## config.mk

```make
export PLATFORM = sky130hd
export DESIGN_NAME = reg_bank_mux
export DESIGN_NICKNAME = d
export VERILOG_FILES = /design/src/rtl/reg_bank_pkg.sv /design/src/rtl/reg_bank_core.sv /design/src/rtl/reg_bank_mux.sv
export SDC_FILE = /design/constraint.sdc
export NUM_CORES = 1
export LEC_CHECK = 0
export CAP_MARGIN = 20
export CORE_MARGIN = 2
export CORE_UTILIZATION = 30
export CTS_BUF_LIST = sky130_fd_sc_hd__clkbuf_2
export DETAILED_ROUTE_END_ITERATION = 7
export PLACE_DENSITY = 0.49
export SYNTH_ARGS = -nofsm -noshare
export SYNTH_HDL_FRONTEND = slang
export SYNTH_SLANG_ARGS = --single-unit
```

## constraint.sdc

```tcl
create_clock -name clk -period 2.6 [get_ports clk]
set_clock_uncertainty 0.1 [all_clocks]
set_input_delay 0.52 -clock clk [delete_from_list [all_inputs] [get_ports clk]]
set_output_delay 0.52 -clock clk [all_outputs]
set_load 0.005 [all_outputs]
```

## src/rtl/reg_bank_pkg.sv

```systemverilog
// Shared encodings for the register-bank multiplexer: command modes and FSM states.
package reg_bank_pkg;

    localparam logic [1:0] MODE_HOLD    = 2'd0;
    localparam logic [1:0] MODE_LOAD_V1 = 2'd1;
    localparam logic [1:0] MODE_LOAD_V2 = 2'd2;
    localparam logic [1:0] MODE_SWAP    = 2'd3;

    localparam logic [0:0] ST_IDLE    = 1'b0;
    localparam logic [0:0] ST_SWAP_WB = 1'b1;

endpackage

```

## src/rtl/reg_bank_core.sv

```systemverilog
// Register array: one synchronous write port, two asynchronous read ports, reset-clear.
module reg_bank_core #(
    parameter  int WIDTH = 8,
    parameter  int NREGS = 4,
    localparam int AW    = $clog2(NREGS)
) (
    input  logic             clk,
    input  logic             reset,
    input  logic             we,
    input  logic [AW-1:0]    waddr,
    input  logic [WIDTH-1:0] wdata,
    input  logic [AW-1:0]    raddr_a,
    input  logic [AW-1:0]    raddr_b,
    output logic [WIDTH-1:0] rdata_a,
    output logic [WIDTH-1:0] rdata_b
);

    logic [NREGS-1:0][WIDTH-1:0] regs_q;

    // Decoding per index drops writes and zeroes reads for addresses >= NREGS.
    always_ff @(posedge clk) begin
        if (reset) begin
            regs_q <= '0;
        end else begin
            for (int i = 0; i < NREGS; i++) begin
                if (we && waddr == AW'(i))
                    regs_q[i] <= wdata;
            end
        end
    end

    always_comb begin
        rdata_a = '0;
        rdata_b = '0;
        for (int i = 0; i < NREGS; i++) begin
            if (raddr_a == AW'(i)) rdata_a = regs_q[i];
            if (raddr_b == AW'(i)) rdata_b = regs_q[i];
        end
    end

endmodule

```

## src/rtl/reg_bank_mux.sv

```systemverilog
// Register bank with a shared write port, registered dual read and a two-cycle SWAP.
module reg_bank_mux
    import reg_bank_pkg::*;
#(
    parameter  int WIDTH = 8,
    parameter  int NREGS = 4,
    localparam int AW    = $clog2(NREGS)
) (
    input  logic             clk,
    input  logic             reset,
    input  logic             en,
    input  logic [1:0]       state,
    input  logic [AW-1:0]    dest,
    input  logic [AW-1:0]    src_a,
    input  logic [AW-1:0]    src_b,
    input  logic [WIDTH-1:0] value1,
    input  logic [WIDTH-1:0] value2,
    output logic [WIDTH-1:0] Output1,
    output logic [WIDTH-1:0] Output2,
    output logic             busy,
    output logic             valid
);

    logic [0:0]       st_q, st_d;
    logic [WIDTH-1:0] tmp_q, tmp_d;
    logic [AW-1:0]    swb_q, swb_d;
    logic [WIDTH-1:0] out1_q, out1_d, out2_q, out2_d;
    logic             vld_q, vld_d;

    logic             we;
    logic [AW-1:0]    waddr;
    logic [WIDTH-1:0] wdata;
    logic [WIDTH-1:0] rd_a, rd_b;

    reg_bank_core #(.WIDTH(WIDTH), .NREGS(NREGS)) u_core (
        .clk     (clk),
        .reset   (reset),
        .we      (we),
        .waddr   (waddr),
        .wdata   (wdata),
        .raddr_a (src_a),
        .raddr_b (src_b),
        .rdata_a (rd_a),
        .rdata_b (rd_b)
    );

    always_comb begin
        st_d   = ST_IDLE;
        tmp_d  = tmp_q;
        swb_d  = swb_q;
        out1_d = out1_q;
        out2_d = out2_q;
        vld_d  = 1'b0;
        we     = 1'b0;
        waddr  = dest;
        wdata  = value1;
        if (st_q == ST_SWAP_WB) begin
            // Second half of SWAP owns the write port; every input is ignored.
            we    = 1'b1;
            waddr = swb_q;
            wdata = tmp_q;
        end else if (en) begin
            out1_d = rd_a;
            out2_d = rd_b;
            vld_d  = 1'b1;
            case (state)
                MODE_LOAD_V1: we = 1'b1;
                MODE_LOAD_V2: begin
                    we    = 1'b1;
                    wdata = value2;
                end
                MODE_SWAP: begin
                    we    = 1'b1;
                    waddr = src_a;
                    wdata = rd_b;
                    tmp_d = rd_a;
                    swb_d = src_b;
                    st_d  = ST_SWAP_WB;
                end
                default: ;
            endcase
        end
    end

    always_ff @(posedge clk) begin
        if (reset) begin
            st_q   <= ST_IDLE;
            tmp_q  <= '0;
            swb_q  <= '0;
            out1_q <= '0;
            out2_q <= '0;
            vld_q  <= 1'b0;
        end else begin
            st_q   <= st_d;
            tmp_q  <= tmp_d;
            swb_q  <= swb_d;
            out1_q <= out1_d;
            out2_q <= out2_d;
            vld_q  <= vld_d;
        end
    end

    assign Output1 = out1_q;
    assign Output2 = out2_q;
    assign busy    = (st_q == ST_SWAP_WB);
    assign valid   = vld_q;

endmodule
```

==> qor.yml <==
synth:
  synth_compound_area_share_pct: 21.19
  synthSimpleGateAreaFrac_pct: 16.67
  syn_nets: 342
  synth_seq_cells: 60
  synth_top_family_by_area: "compound AO/OA/AOI/OAI gates"
  synth_edf_count: 0
  synth_cell_types: 33
  synth_flop_cell: "dfxtp_1"
  postSynth.asyncResetShare_pct: 0
  synth_fa_ha_area_share_pct: 0
  syn_avg_cell_area_um2: 8.961
  synth_area_mm2: 0.002823
  synthMuxAreaShare_pct: 14.36
  yosys_warnings: 0
  synthCells: 315
  synthXorXnorAreaFrac_pct: 0
  yosysSeqAreaShare_pct: 42.55
sta:
  max_freq_mhz: 418.5
  fin_crit_sh_pct: 91.91
  slew_headroom_pct: 62.39
  finalCriticalPeriod_ns: 2.390
  report.final.slew_viol_count: 0
  hold_viol: 0
  timing.final.ws_setup_ns: 0.2103
  rsz0062_at_grt: "false"
  tightestPinTransition_ns: 0.5642
  finalSetupViolations: 0
drt:
  drc: 0
  drt_iter0_drc: 122
  wl_per_cell_um: 16.19
  first_pass_iters: 6
  ant_nets: 0
  num_vias: 2482
  post_drt_via_cell_ratio: 5.118
  drt_wl_total_um: 7854
global_route:
  grt.overflow.total: 0
  grt_max_degree: 33
  antenna_found_initial: 0
  grt_pass1_vias: 2381
  track_usage_pct: 16.31
  grt_first_pass_wirelength_um: 12700
layout:
  final_common_cell: "nand2_1"
  syn2layout_area_growth_pct: 29.43
  final_area_mm2: 0.003654
  drive_gt1_share_pct: 17.38
  layout.nets: 396
  multiInputGateArea_mm2: 0.001474
  final_cell_mix: "nand2_1 (70), dfxtp_1 (60), a21oi_1 (44)"
  regArea_mm2: 0.001201
  n_fill_cell: 910
  n_antenna_cell: 0
pwr:
  p_int_mw: 1.454
  p_leak_nw: 1.259
  p_clk_share_pct: 33.3
  vdd_drop_max_mv: 0.1986
  finalPower_mw: 2.017
  combPwrFrac_pct: 17.4
  switching_power_mw: 0.5625
  p_per_area_mw_per_mm2: 552.1
  power_frac_seq_pct: 49.3
  power_switching_share_pct: 27.89
floorplan:
  ios: 45
  die_x_um: 101
  num_rows: 35
  coreArea_mm2: 0.009196
  die_h_um: 101
  dieArea_mm2: 0.01020
  initial_utilization_pct: 30.69
run_status:
  status: "finished, final reports clean"
setup_path:
  arrival_ns: 1.77
  max_stage_delay_ns: 0.70
  cp.depth: 1
  cpMaxStageDelayCell: "dfxtp_1"
  worstPathCellList: "clkdlybuf4s50_1"
  cpLargestDelayFamily: "flip-flops"
  cp_max_fo: 16
  start_kind: "register"
  crit_type: "register to output port"
  critPathRequiredTime_ns: 1.98
  rr_worst_depth: 6
  path_buf_inv: 1
  critical_path.endpoint_type: "output port"
cts:
  postCtsSetupRepairBufs: 0
  cts_sinks: 60
  clk_latency_ns: 0.48
  post_cts_hold_buffer_count: 0
  cts_tree: "done"
  cts_root_buf: "clkbuf_2"
  htreeDepth: 3
  cts_buffers: 9
  clockBufferDepth: 2
  post_cts_resized: 0
  clkSlewWorstSetupHoldPaths_ns: 0.18
worst_hold_path:
  holdPathStages: 2
  min_path_type: "register to register"
place:
  port_buffers: 44
  place_ws_ns: -0.02942
  gp_congestion: 0.8129
  dp_hpwl_um: 5653
  placed_cell_area_mm2: 0.003517
run:
  max-cap-violations: 0
flip-flops by register name, summed over array words and instances, names as in the netlist:
name           flops
Output1            8
Output2            8
busy               1
swb_q              2
tmp_q              8
u_core.regs_q     32
valid              1
path summary, 6_finish.rpt:
kind / start / end / slack (ns)
worst max-delay path: busy$_SDFF_PP0_ / busy / 0.21
worst min-delay path: Output2[3]$_SDFFE_PP0P_ / Output2[3]$_SDFFE_PP0P_ / 0.36
worst max register to register: busy$_SDFF_PP0_ / u_core.regs_q[0]$_SDFFE_PP0P_ / 0.63
worst min register to register: Output2[3]$_SDFFE_PP0P_ / Output2[3]$_SDFFE_PP0P_ / 0.36
power groups by stage:
stage	Clock, mW	Sequential, mW	Combinational (mW)
after floorplan	0	1.00	0.201
after global placement	0	1.01	0.351
after detailed placement	0	1.01	0.352
after CTS	0.692	0.994	0.353
after global routing	0.724	1.00	0.387
final	0.672	0.994	0.351
metal layers:
layer / vias up / track usage, % / part of all wire (%) / routed length [µm]
met5: - / 0 / 0 / 0
met4: 0 / 4.990 / 0.88 / 69
met3: 6 / 2.150 / 3.5 / 276
met2: 49 / 26.15 / 47 / 3671
met1: 1179 / 22.89 / 49 / 3837
li1: 1248 / - / - / -
metrics by stage:
stage	util, %	hold WS [ns]	setup TNS [ns]	instances
global route	39.73	0.3871	0	485
global placement	38.24	0.3436	0	469
detailed placement	38.24	0.3470	-0.1098	469
floorplan	-	0.3364	0	315
finish	39.73	0.3649	0	485
CTS	39.73	0.3693	0	485
cells by family after synthesis:
kind of cell / Yosys count
compound gates: 91
buf+inv: 32
flops: 60
mux: 20
simple gates: 112
Yosys cell counts, types with 2 or more instances:
| cell type | count | area share [%] |
|---|---|---|
| mux2i_1 | 2 | 0.71 |
| buf_2 | 4 | 0.71 |
| nand2_1 | 70 | 9.3 |
| buf_6 | 2 | 0.80 |
| a211oi_1 | 22 | 5.9 |
| inv_1 | 4 | 0.53 |
| a211oi_2 | 2 | 0.89 |
| a311oi_1 | 9 | 2.8 |
| nor4bb_1 | 2 | 0.71 |
| clkbuf_1 | 19 | 2.5 |
| buf_4 | 2 | 0.53 |
| nand3_1 | 3 | 0.53 |
| nor2b_1 | 4 | 0.89 |
| mux4_2 | 16 | 13 |
| a21oi_1 | 44 | 7.8 |
| a22oi_1 | 7 | 1.9 |
| nor2_1 | 28 | 3.7 |
| dfxtp_1 | 60 | 43 |
layout make-up:
cell class              instances  share of cell area, %
multi-input cells             223                  40.34
flip-flops and latches         60                  32.88
repair buffers                 71                  18.84
clock inverters                 7                  2.500
inverters                       4                 0.4110
well taps                     111                  3.801
clock buffers                   9                  1.233
No activity file was read; power rests on OpenSTA's default activity.
